### src/rtl/seven_seg_mux_scanner.sv
// Multiplexed common-anode seven-segment scanner: cycles DIGITS digits with a
// programmable dwell, optional ghosting guard, hex decode, DP and leading-zero blanking.
module seven_seg_mux_scanner #(
  parameter int DIGITS       = 4,
  parameter int DWELL        = 1,
  parameter int BLANK_CYCLES = 0,
  parameter int LZ_BLANK     = 1,
  localparam int SEL_W       = (DIGITS > 1) ? $clog2(DIGITS) : 1
) (
  input  logic                  div_clock,
  input  logic                  reset,
  input  logic                  enable,
  input  logic [DIGITS-1:0]     digit_en,
  input  logic [4*DIGITS-1:0]   values,
  input  logic [DIGITS-1:0]     dp,
  output logic [DIGITS-1:0]     anode,
  output logic [6:0]            segment,
  output logic                  dp_n,
  output logic [SEL_W-1:0]      digit_sel,
  output logic                  frame_start
);

  localparam int CNT_W = (DWELL > 1) ? $clog2(DWELL) : 1;
  localparam logic [SEL_W-1:0] IDX_LAST = SEL_W'(DIGITS - 1);
  localparam logic [CNT_W-1:0] CNT_LAST = CNT_W'(DWELL - 1);

  generate
    if (DIGITS < 1 || DIGITS > 8 || DWELL < 1 || BLANK_CYCLES < 0 ||
        BLANK_CYCLES > DWELL - 1 || (LZ_BLANK != 0 && LZ_BLANK != 1)) begin : g_param_check
      $error("seven_seg_mux_scanner: illegal parameter combination");
    end
  endgenerate

  function automatic logic [6:0] seg_pattern(input logic [3:0] nib);
    case (nib)
      4'h0: seg_pattern = 7'h3F;
      4'h1: seg_pattern = 7'h06;
      4'h2: seg_pattern = 7'h5B;
      4'h3: seg_pattern = 7'h4F;
      4'h4: seg_pattern = 7'h66;
      4'h5: seg_pattern = 7'h6D;
      4'h6: seg_pattern = 7'h7D;
      4'h7: seg_pattern = 7'h07;
      4'h8: seg_pattern = 7'h7F;
      4'h9: seg_pattern = 7'h6F;
      4'hA: seg_pattern = 7'h77;
      4'hB: seg_pattern = 7'h7C;
      4'hC: seg_pattern = 7'h39;
      4'hD: seg_pattern = 7'h5E;
      4'hE: seg_pattern = 7'h79;
      default: seg_pattern = 7'h71;
    endcase
  endfunction

  logic [SEL_W-1:0] idx, idx_next;
  logic [CNT_W-1:0] dwell_cnt, cnt_next;

  // Scan position: dwell counter rolls into the digit index, both freeze while disabled.
  always_comb begin
    idx_next = idx;
    cnt_next = dwell_cnt;
    if (enable) begin
      if (dwell_cnt == CNT_LAST) begin
        cnt_next = '0;
        idx_next = (idx == IDX_LAST) ? '0 : idx + 1'b1;
      end else begin
        cnt_next = dwell_cnt + 1'b1;
      end
    end
  end

  logic in_guard;
  generate
    if (BLANK_CYCLES > 0) begin : g_guard
      assign in_guard = (dwell_cnt < CNT_W'(BLANK_CYCLES));
    end else begin : g_no_guard
      assign in_guard = 1'b0;
    end
  endgenerate

  logic [3:0]        nibble;
  logic              show_dp;
  logic              digit_on;
  logic              dark;
  logic              upper_run;
  logic [DIGITS-1:0] zero_blank;
  logic [DIGITS-1:0] onehot;

  // upper_run tracks "every nibble from here up to the top is zero", walking downward.
  always_comb begin
    nibble     = '0;
    show_dp    = 1'b0;
    digit_on   = 1'b0;
    onehot     = '0;
    zero_blank = '0;
    upper_run  = 1'b1;
    for (int k = DIGITS - 1; k >= 0; k--) begin
      upper_run     = upper_run & (values[4*k +: 4] == 4'h0);
      zero_blank[k] = (LZ_BLANK == 1) && (k != 0) && upper_run && !dp[k];
    end
    for (int k = 0; k < DIGITS; k++) begin
      if (idx == SEL_W'(k)) begin
        nibble    = values[4*k +: 4];
        show_dp   = dp[k];
        digit_on  = digit_en[k] & ~zero_blank[k];
        onehot[k] = 1'b1;
      end
    end
    dark = !enable || in_guard || !digit_on;
  end

  always_ff @(posedge div_clock or posedge reset) begin
    if (reset) begin
      idx         <= '0;
      dwell_cnt   <= '0;
      anode       <= '1;
      segment     <= 7'h7F;
      dp_n        <= 1'b1;
      digit_sel   <= '0;
      frame_start <= 1'b0;
    end else begin
      idx         <= idx_next;
      dwell_cnt   <= cnt_next;
      anode       <= dark ? '1 : ~onehot;
      segment     <= dark ? 7'h7F : ~seg_pattern(nibble);
      dp_n        <= dark ? 1'b1 : ~show_dp;
      digit_sel   <= idx;
      frame_start <= enable && (idx == '0) && (dwell_cnt == '0);
    end
  end

endmodule

### config.mk
export PLATFORM = sky130hd
export DESIGN_NAME = seven_seg_mux_scanner
export DESIGN_NICKNAME = d
export VERILOG_FILES = /design/src/rtl/seven_seg_mux_scanner.sv
export SDC_FILE = /design/constraint.sdc
export NUM_CORES = 1
export LEC_CHECK = 0
export ABC_AREA = 1
export BUFFER_PORTS_ARGS = -buffer_cell sky130_fd_sc_hd__buf_2
export CAP_MARGIN = 20
export CORE_ASPECT_RATIO = 1.4
export CORE_MARGIN = 2
export CORE_UTILIZATION = 40
export CTS_BUF_LIST = sky130_fd_sc_hd__clkbuf_16
export DETAILED_ROUTE_END_ITERATION = 10
export GPL_ROUTABILITY_DRIVEN = 0
export PLACE_DENSITY = 0.67
export RECOVER_POWER = 25
export SYNTH_ARGS = -nofsm -noshare
export SYNTH_HDL_FRONTEND = slang
export SYNTH_SLANG_ARGS = --single-unit
### constraint.sdc
create_clock -name div_clock -period 1.7 [get_ports div_clock]
set_input_delay 0.085 -clock div_clock [delete_from_list [all_inputs] [get_ports div_clock]]
set_output_delay 0.085 -clock div_clock [all_outputs]
set_load 0.01 [all_outputs]
==> impl_metrics.py <==
metrics = {
    "detailed_routing": {
        "via_per_inst": 4.794,
        "dr.pass1.iters": 4,
        "wirelength_mm": 3.240,
        "vias": 1256,
        "drc_errors": 0,
        "wl_per_cell_um": 12.37,
        "first_iter_violations": 15,
        "ant_nets": 0,
    },
    "cells_and_area": {
        "fillCellCount": 274,
        "drive_gt1_share_pct": 52.89,
        "area_growth_pct": 58.54,
        "mostFrequentLayoutCells": "nand2_1 (53), buf_2 (41), nor2_1 (16)",
        "fin_cells": 262,
        "nets": 263,
        "num_antenna_cells": 0,
        "final_common_cell": "nand2_1",
    },
    "pwr": {
        "peakVddDrop_v": 0.001273,
        "powerDensity_mw_per_mm2": 2028,
        "power_leakage_nw": 0.8952,
    },
    "clocking": {
        "cts.reportedPaths.clkPinSlew_ns": 0.05,
        "cts_tree": "done",
        "clock_path_buffers": 2,
        "cts_root_buf": "clkbuf_16",
        "clk-insertion-delay-late_ns": 0.24,
        "numClockSinks": 17,
        "cts_buffers": 3,
        "cts_max_level": 1,
    },
    "worst_setup_path": {
        "slowest_stage": "dfrtp_2",
        "startpoint_type": "register",
        "reg2reg_depth": 9,
        "critPathRequiredTime_ns": 1.87,
        "crit_fanout": 6,
        "crit_path_cell_trace": "ha_2, buf_4, inv_1, nor2_1, nand3_1, o211ai_1, a21oi_4, clkbuf_16, nand2_1",
        "endpoint_kind": "register",
        "crit_path_max_incr_delay_ns": 0.45,
        "critPathKind": "reg -> reg",
        "crit_arrival_ns": 1.98,
    },
    "run_status": {
        "status": "finished, violations left",
        "failed_checks": "negative setup slack",
    },
    "grt": {
        "grt_pass1_vias": 1252,
        "grt_pass1_wl_mm": 5.216,
        "grt_max_degree": 18,
        "grt_usage_pct": 20.22,
        "overflow": 0,
        "antenna_found_initial": 0,
    },
    "timing": {
        "slew_viol_final": 0,
        "min_period_ns": 1.801,
        "setup_viol": 12,
        "finalCritPeriodShare_pct": 106.0,
        "fin_skew_ns": 0.002783,
        "slew_headroom_pct": 61.96,
        "max_slew.worst_pin.slew_ns": 0.5700,
        "max_freq_mhz": 555.1,
        "hold_viol_final": 0,
        "hold_ws_ns": 0.1108,
        "setup_slack_ns": -0.1015,
        "rsz0062_at_grt": "true",
    },
    "synth": {
        "syn_inst": 163,
        "synth_top_area_cell": "dfstp_2",
        "syn-cell-area_mm2": 0.001165,
        "syn_nets": 200,
        "async_reset_ff_share_pct": 100.0,
        "synthDistinctLibCells": 20,
        "yosysTopAreaCellShare_pct": 27.07,
        "yosys-top-cells-area": "dfstp_2 (27%), nand2_1 (20%), dfrtp_1 (11%)",
        "ys_ff_latch": 17,
        "synth_edf_count": 0,
        "ys_seq_area_share_pct": 37.81,
        "synth-main-ff-cell": "dfstp_2",
        "syn_avg_cell_area_um2": 7.146,
        "yosys_warnings": 0,
    },
    "hold_path": {
        "worstHoldPathCells": 3,
        "hold_path_class": "in -> reg",
    },
    "floorplan": {
        "ios": 42,
        "initial_core_util_pct": 41.30,
        "die_w_um": 49.61,
        "die_y_um": 67.85,
        "die_area_mm2": 0.003366,
        "rows": 23,
        "core_area_mm2": 0.002820,
    },
    "placed_design": {
        "dp_hpwl_mm": 2.346,
        "port_buffers": 41,
        "pre_cts_slack_ns": -0.2103,
        "dp.cells": 253,
    },
    "job": {
        "cap_violations": 0,
    },
}
cells in the mapped netlist (2+ instances only):
library cell / instances
o21ai_0: 7
nor2_1: 20
inv_2: 3
inv_1: 16
dfrtp_1: 5
o211ai_1: 2
nand2_1: 61
dfstp_2: 12
ha_1: 10
nand3_1: 9
a21oi_1: 8
buf_4: 2
metrics by stage:
stage               util, %  power [mW]  cell area, um^2  setup TNS [ns]
global placement      56.65       2.754             1598         -0.6627
finish                65.48       3.745             1847          -1.042
global route          65.48       4.072             1847          -2.294
detailed placement    56.65       2.799             1598          -1.198
CTS                   62.38       3.440             1759         -0.8094
floorplan                 -       2.148             1251         -0.2482
layer usage:
metal  up-vias  part of all wire (%)  track usage (%)
li1        628                     -                -
met1       579                    38            21.07
met2        43                    55            40.00
met3         6                   3.9            2.402
met4         0                   2.3            9.375
met5         -                     0                0
worst max-delay path, delay by kind of cell, from the launching register on:
| family | cells | cell delay, ns |
|---|---|---|
| adders and majority gates | 1 | 0.26 |
| AOI/OAI and AO/OA | 2 | 0.34 |
| and+or+nand+nor | 3 | 0.20 |
| buffers and inverters | 3 | 0.47 |
| DFF | 1 | 0.45 |
kinds of logic (layout without fill, tap and decap cells):
group | count (synthesis) | in the layout | synth area share [%]
AOI/OAI and AO/OA | 19 | 20 | 9.882
adders and majority gates | 10 | 10 | 10.74
buffers and inverters | 22 | 83 | 8.378
DFF | 17 | 17 | 37.81
and+or+nand+nor | 95 | 95 | 33.19
final cells by class:
type	instances	area, um^2	area share, %
clock inverters	1	3.754	0.2033
repair buffers	60	384.1	20.80
well taps	37	46.29	2.507
clock buffers	3	75.07	4.065
inverters	19	83.83	4.539
multi-input cells	125	810.8	43.90
flip-flops and latches	17	442.9	23.98
power breakdown:
| group | total [mW] | leakage (nW) | internal [mW] | switching [mW] |
|---|---|---|---|---|
| sequential | 0.644 | 0.186 | 0.579 | 0.0652 |
| clock | 0.452 | 0.0423 | 0.311 | 0.140 |
| combinational | 2.65 | 0.667 | 1.15 | 1.50 |
timing repair:
action | in CTS | in global routing
hold endpoints to repair | 5 | 0
endpoints found under the setup margin | 12 | 12
hold buffers | 1 | 0
buffers inserted | 1 | 1
pin swaps | 7 | 7
resized for setup | 18 | 15
gates cloned | 1 | 1
worst paths after layout:
| kind | from | end | slack [ns] |
|---|---|---|---|
| worst max-delay path | idx[0]$_DFFE_PP0P_ | anode[3]$_DFF_PP1_ | -0.10 |
| min in group asynchronous | reset | idx[0]$_DFFE_PP0P_ | 0.46 |
| max in group asynchronous | reset | idx[1]$_DFFE_PP0P_ | 0.84 |
| worst min register to register | idx[1]$_DFFE_PP0P_ | digit_sel[1]$_DFF_PP0_ | 0.48 |
| worst max register to register | idx[0]$_DFFE_PP0P_ | anode[3]$_DFF_PP1_ | -0.10 |
| worst min-delay path | enable | frame_start$_DFF_PP0_ | 0.11 |
flip-flops by register name, summed over array words and instances, names as in the netlist:
register and flops:
digit_sel 2, idx 2, anode 4, frame_start 1, dp_n 1, segment 7
(Power assumes the default switching activity.)
